==> config.mk <==
export PLATFORM = sky130hd
export DESIGN_NAME = imm_extend_pipe
export DESIGN_NICKNAME = d
export VERILOG_FILES = /design/src/rtl/imm_pkg.sv /design/src/rtl/imm_extend_decode.sv /design/src/rtl/imm_extend_pipe.sv
export SDC_FILE = /design/constraint.sdc
export NUM_CORES = 1
export LEC_CHECK = 0
export CORE_ASPECT_RATIO = 0.9
export CORE_UTILIZATION = 32
export CTS_CLUSTER_DIAMETER = 100
export DETAILED_ROUTE_END_ITERATION = 10
export PLACE_DENSITY = 0.64
export SYNTH_ARGS = -nofsm -noshare
export SYNTH_HDL_FRONTEND = slang
export SYNTH_HIERARCHICAL = 1
export SYNTH_SLANG_ARGS = --single-unit
==> constraint.sdc <==
create_clock -name clk -period 3.15 [get_ports clk]
set_clock_uncertainty 0.05 [all_clocks]
set_input_delay 0.63 -clock clk [delete_from_list [all_inputs] [get_ports clk]]
set_output_delay 0.63 -clock clk [all_outputs]
set_load 0.01 [all_outputs]
==> src/rtl/imm_pkg.sv <==
// rtl/imm_pkg.sv - shared immediate-format encodings for the decode/extend path
//
// Purpose: single source of truth for the immediate-format select encoding,
// shared by the control decoder and the immediate generator.
// Ports: none (package).
package imm_pkg;

  localparam int IMM_SRC_W = 3;

  // 3'b110 and 3'b111 are deliberately left unnamed: they mark an illegal format.
  typedef enum logic [IMM_SRC_W-1:0] {
    IMM_I = 3'b000,
    IMM_S = 3'b001,
    IMM_B = 3'b010,
    IMM_U = 3'b011,
    IMM_J = 3'b100,
    IMM_Z = 3'b101
  } imm_src_e;

endpackage

==> src/rtl/imm_extend_decode.sv <==
// rtl/imm_extend_decode.sv - combinational immediate format decode and extension
//
// Purpose: turns a raw RV32 instruction word plus a format select into an
// XLEN-wide immediate and an illegal-format flag. No state.
// Parameters: XLEN (32 or 64) - width of the produced immediate.
// Ports:
//   instr    in  32         raw instruction word
//   imm_src  in  IMM_SRC_W  format select (imm_src_e, 110/111 illegal)
//   imm      out XLEN       extended immediate (0 for illegal formats)
//   illegal  out 1          format select was 110 or 111
module imm_extend_decode
  import imm_pkg::*;
#(
  parameter int XLEN = 32
) (
  input  logic [31:0]          instr,
  input  logic [IMM_SRC_W-1:0] imm_src,
  output logic [XLEN-1:0]      imm,
  output logic                 illegal
);

  // Signed size casts do the sign extension, which keeps one expression
  // valid for both XLEN=32 and XLEN=64 (no zero-width replications).
  always_comb begin
    imm     = '0;
    illegal = 1'b0;
    case (imm_src)
      IMM_I: imm = XLEN'($signed(instr[31:20]));
      IMM_S: imm = XLEN'($signed({instr[31:25], instr[11:7]}));
      IMM_B: imm = XLEN'($signed({instr[31], instr[7], instr[30:25], instr[11:8], 1'b0}));
      IMM_U: imm = XLEN'($signed({instr[31:12], 12'b0}));
      IMM_J: imm = XLEN'($signed({instr[31], instr[19:12], instr[20], instr[30:21], 1'b0}));
      IMM_Z: imm = XLEN'(instr[19:15]);
      default: illegal = 1'b1;
    endcase
  end

endmodule

==> src/rtl/imm_extend_pipe.sv <==
// rtl/imm_extend_pipe.sv - registered immediate generator with valid/ready handshake
//
// Purpose: decode-to-execute immediate stage. Accepts an instruction and
// format select, presents the extended immediate one cycle later from
// registers only. Order preserved, nothing dropped or duplicated.
// Configuration macro: IMM_EXTEND_PIPE_SKID_EN - adds a skid register so that
// in_ready is a pure register output (no combinational path from out_ready).
// Parameters: XLEN (32 or 64).
// Ports:
//   clk          in  1          clock, rising edge
//   reset        in  1          synchronous active-high reset
//   in_valid     in  1          upstream offers an instruction
//   in_ready     out 1          instruction accepted this cycle if in_valid
//   in_instr     in  32         raw instruction word
//   in_imm_src   in  IMM_SRC_W  format select
//   out_valid    out 1          out_imm/out_illegal valid
//   out_ready    in  1          downstream consumes output this cycle
//   out_imm      out XLEN       extended immediate
//   out_illegal  out 1          format select was illegal
module imm_extend_pipe
  import imm_pkg::*;
#(
  parameter int XLEN = 32
) (
  input  logic                 clk,
  input  logic                 reset,
  input  logic                 in_valid,
  output logic                 in_ready,
  input  logic [31:0]          in_instr,
  input  logic [IMM_SRC_W-1:0] in_imm_src,
  output logic                 out_valid,
  input  logic                 out_ready,
  output logic [XLEN-1:0]      out_imm,
  output logic                 out_illegal
);

  logic [XLEN-1:0] dec_imm;
  logic            dec_illegal;
  logic            accept;

  imm_extend_decode #(.XLEN(XLEN)) u_decode (
    .instr   (in_instr),
    .imm_src (in_imm_src),
    .imm     (dec_imm),
    .illegal (dec_illegal)
  );

  assign accept = in_valid && in_ready;

`ifdef IMM_EXTEND_PIPE_SKID_EN
  logic            skid_valid;
  logic [XLEN-1:0] skid_imm;
  logic            skid_illegal;

  assign in_ready = !skid_valid;

  always_ff @(posedge clk) begin
    if (reset) begin
      out_valid    <= 1'b0;
      out_imm      <= '0;
      out_illegal  <= 1'b0;
      skid_valid   <= 1'b0;
      skid_imm     <= '0;
      skid_illegal <= 1'b0;
    end else if (!out_valid || out_ready) begin
      // Output slot frees up: the older skid entry has priority. An accept
      // cannot coincide with a full skid because in_ready is low then.
      if (skid_valid) begin
        out_valid   <= 1'b1;
        out_imm     <= skid_imm;
        out_illegal <= skid_illegal;
        skid_valid  <= 1'b0;
      end else begin
        out_valid <= accept;
        if (accept) begin
          out_imm     <= dec_imm;
          out_illegal <= dec_illegal;
        end
      end
    end else if (accept) begin
      // Output stalled: park the one in-flight entry upstream could not see
      // the stall for in time.
      skid_valid   <= 1'b1;
      skid_imm     <= dec_imm;
      skid_illegal <= dec_illegal;
    end
  end
`else
  assign in_ready = !out_valid || out_ready;

  always_ff @(posedge clk) begin
    if (reset) begin
      out_valid   <= 1'b0;
      out_imm     <= '0;
      out_illegal <= 1'b0;
    end else if (in_ready) begin
      out_valid <= in_valid;
      if (in_valid) begin
        out_imm     <= dec_imm;
        out_illegal <= dec_illegal;
      end
    end
  end
`endif

endmodule

==> results by group <==
Outcome
  – Status: completed

Synthesis
  – Mapped cell area: 0.00216 mm²
  – Register area share after synthesis: 0.315
  – Netlist cell types: 30
  – Ranking of synthesized cells by area: dfxtp_1 (32%), a21bo_1 (15%), a21oi_2 (13%), nand3_1 (7.6%), buf_6 (4.7%)
  – Syn Inst Count: 236
  – Post-synth top area share: 0.315
  – Dominant cell type by area after synthesis: dfxtp_1
  – Yosys warns: 6
  – #FFs+latches synth: 34
  – Synth Area per Inst: 9.15 µm²
  – Syn Nets: 275

CTS
  – Maximum clock path buffer count: 2
  – Post-CTS Hold Buffers: 0
  – Clock latency on the worst-skew pair: 0.28 ns
  – Clock Tree Root: clkbuf_8
  – TritonCTS clock tree: built
  – Post_cts resized: 0
  – CTS buffer count: 5
  – Htree depth: 2
  – Post-CTS Setup Bufs: 0
  – Clock slew seen by the registers of the worst setup and hold paths: 0.07 ns
  – Clock sinks: 34

Floorplanning
  – Boundary Pins: 74
  – Die span in x: 88.6 µm
  – Initial Utilization: 0.330
  – Core area: 0.00655 mm²
  – Die Y: 79.9 µm
  – Row count: 28
  – DIE AREA: 0.00708 mm²

Timing
  – RSZ-0062 raised after global routing: false
  – Fmax: 0.412 GHz
  – Slew @ Worst Pin: 0.974 ns
  – Final min period: 2.43 ns
  – Pins Over Slew Limit: 0
  – Final worst-path cycle share: 0.770
  – Final setup vio count: 0
  – Final hold violations: 0
  – Setup TNS: 0 ns
  – Max_slew headroom: 0.350

Routing
  – Total number of vias: 1874
  – Vias per std cell: 5.00
  – WL/cell: 14.5 µm
  – DRC: 0
  – Iteration-0 DRC Markers: 123
  – Final WL: 5440 µm
  – DRT Pass-1 Iters: 4
  – Final ANT Viol Nets: 0

Critical path
  – CP max stage delay: 0.54 ns
  – Crit-path cells: clkdlybuf4s50_1, nand2b_4, clkdlybuf4s50_1
  – Most common cell on crit path: clkdlybuf4s50_1
  – Worst-path fanout max: 2
  – CP bufs+invs: 2
  – CP Launch Type: primary input
  – Delay-heaviest family, CP: buffers and inverters
  – Critical Path End Type: primary output
  – CP Class: in -> out
  – Crit path arrival time: 1.75 ns
  – WP data required: 2.47 ns
  – Slowest stage cell, crit path: clkdlybuf4s50_1

Finish
  – Share of layout cells above drive strength 1: 0.175
  – Commonest cells after routing, fill and taps aside: clkdlybuf4s50_1 (64), dfxtp_1 (34), nand3_1 (33), a21bo_1 (33), a21oi_2 (33)
  – Final core area utilization: 0.436
  – Fillers: 661
  – Layout Nets: 323
  – Area Growth Syn to Fin: 32.2%
  – Antenna fix cells: 0
  – Most common cell after layout, fill and taps aside: clkdlybuf4s50_1

Placement
  – Hpwl dp: 3660 µm
  – Placer congestion estimate: 0.847
  – # port buffers: 66

Global route
  – Gr usage total: 0.156
  – Global route total overflow: 0
  – Initial antenna violation count: 0
  – Largest net degree at the start of global routing: 68
  – First-pass GRT wire length: 8500 µm
  – Vias in the first global route: 1717

Pwr
  – Power Dens Cells: 373 mW/mm²
  – Max VDD drop: 0.161 mV
  – Static leakage: 1.03 nW

Min path
  – HP Class: reg -> reg

Run
  – Max-cap violations: 0
==> area by class of cell <==
class / instances / area [µm²] / share of cell area
Sequential cell: 34 / 681 / 0.238
Tap cell: 90 / 113 / 0.0394
Timing Repair Buffer: 70 / 681 / 0.238
Clock buffer: 6 / 82.6 / 0.0289
Multi-Input combinational cell: 172 / 1280 / 0.449
Inverter: 1 / 3.75 / 0.00131
Clock inverter: 2 / 12.5 / 0.00438
==> cell usage after synthesis (all sizes together) <==
cell type   n
buf        22
nor2        2
o21ai       2
o22ai       7
inv         1
clkbuf      7
nand3      33
maj3        1
nor3b       4
a22o        1
nand2       3
a21bo      33
and2        3
a211oi      2
xnor2       1
dfxtp      34
mux2i       1
and3b       1
nand3b      1
and2b       4
a221o       4
a21oi      48
a21o       12
nor2b       8
nand2b      1
==> power by group <==
group	switching [mW]	internal (mW)
Sequential	0.0111	0.452
Clock	0.161	0.176
Combinational	0.128	0.137
Total	0.300	0.764
==> state kept, by name, indices dropped and copies added (netlist names) <==
register,cells
out_imm,32
out_illegal,1
out_valid,1
==> through the flow <==
stage	std cells	cell area [µm²]	power [mW]	hold WS (ns)	worst slack (ns)
6_report	375	2860	1.06	0.532	0.724
5_1_grt	375	2860	1.13	0.540	0.700
4_1_cts	375	2860	1.08	0.535	0.716
3_5_place_dp	367	2760	0.736	0.518	0.603
3_3_place_gp	367	2760	0.735	0.522	0.616
2_1_floorplan	236	2160	0.637	0.552	1.41
==> per-layer routing <==
metal	GRT usage	vias up	wire length (µm)
met5	0	-	0
met4	0.0565	0	117
met3	0.0424	10	219
met2	0.223	51	2290
met1	0.222	865	2810
li1	-	948	-
==> worst reg2reg max path, delay by kind of cell, from the launching register on <==
family                 cells  cell delay, ns
AO/OA/AOI/OAI              2            0.29
flip-flops                 1            0.34
AND/OR/NAND/NOR            1            0.07
buffers and inverters      1            0.54
==> cell families after synthesis <==
kind of cell    share of synthesized area
flops                               0.315
fa+ha+maj                         0.00521
buf+inv                            0.0910
simple gates                        0.162
mux                               0.00464
xor+xnor                          0.00406
compound gates                      0.418
==> final timing paths <==
kind                         endpoint  slack (ns)  depth (start not counted)                     start
max                          in_ready        0.72                          3                 out_ready
min          out_imm[24]$_SDFFE_PP0P_        0.53                          2  out_imm[24]$_SDFFE_PP0P_
max reg2reg  out_imm[12]$_SDFFE_PP0P_        1.70                          4    out_valid$_SDFFE_PP0P_
min reg2reg  out_imm[24]$_SDFFE_PP0P_        0.53                          2  out_imm[24]$_SDFFE_PP0P_
(Power assumes the default switching activity.)
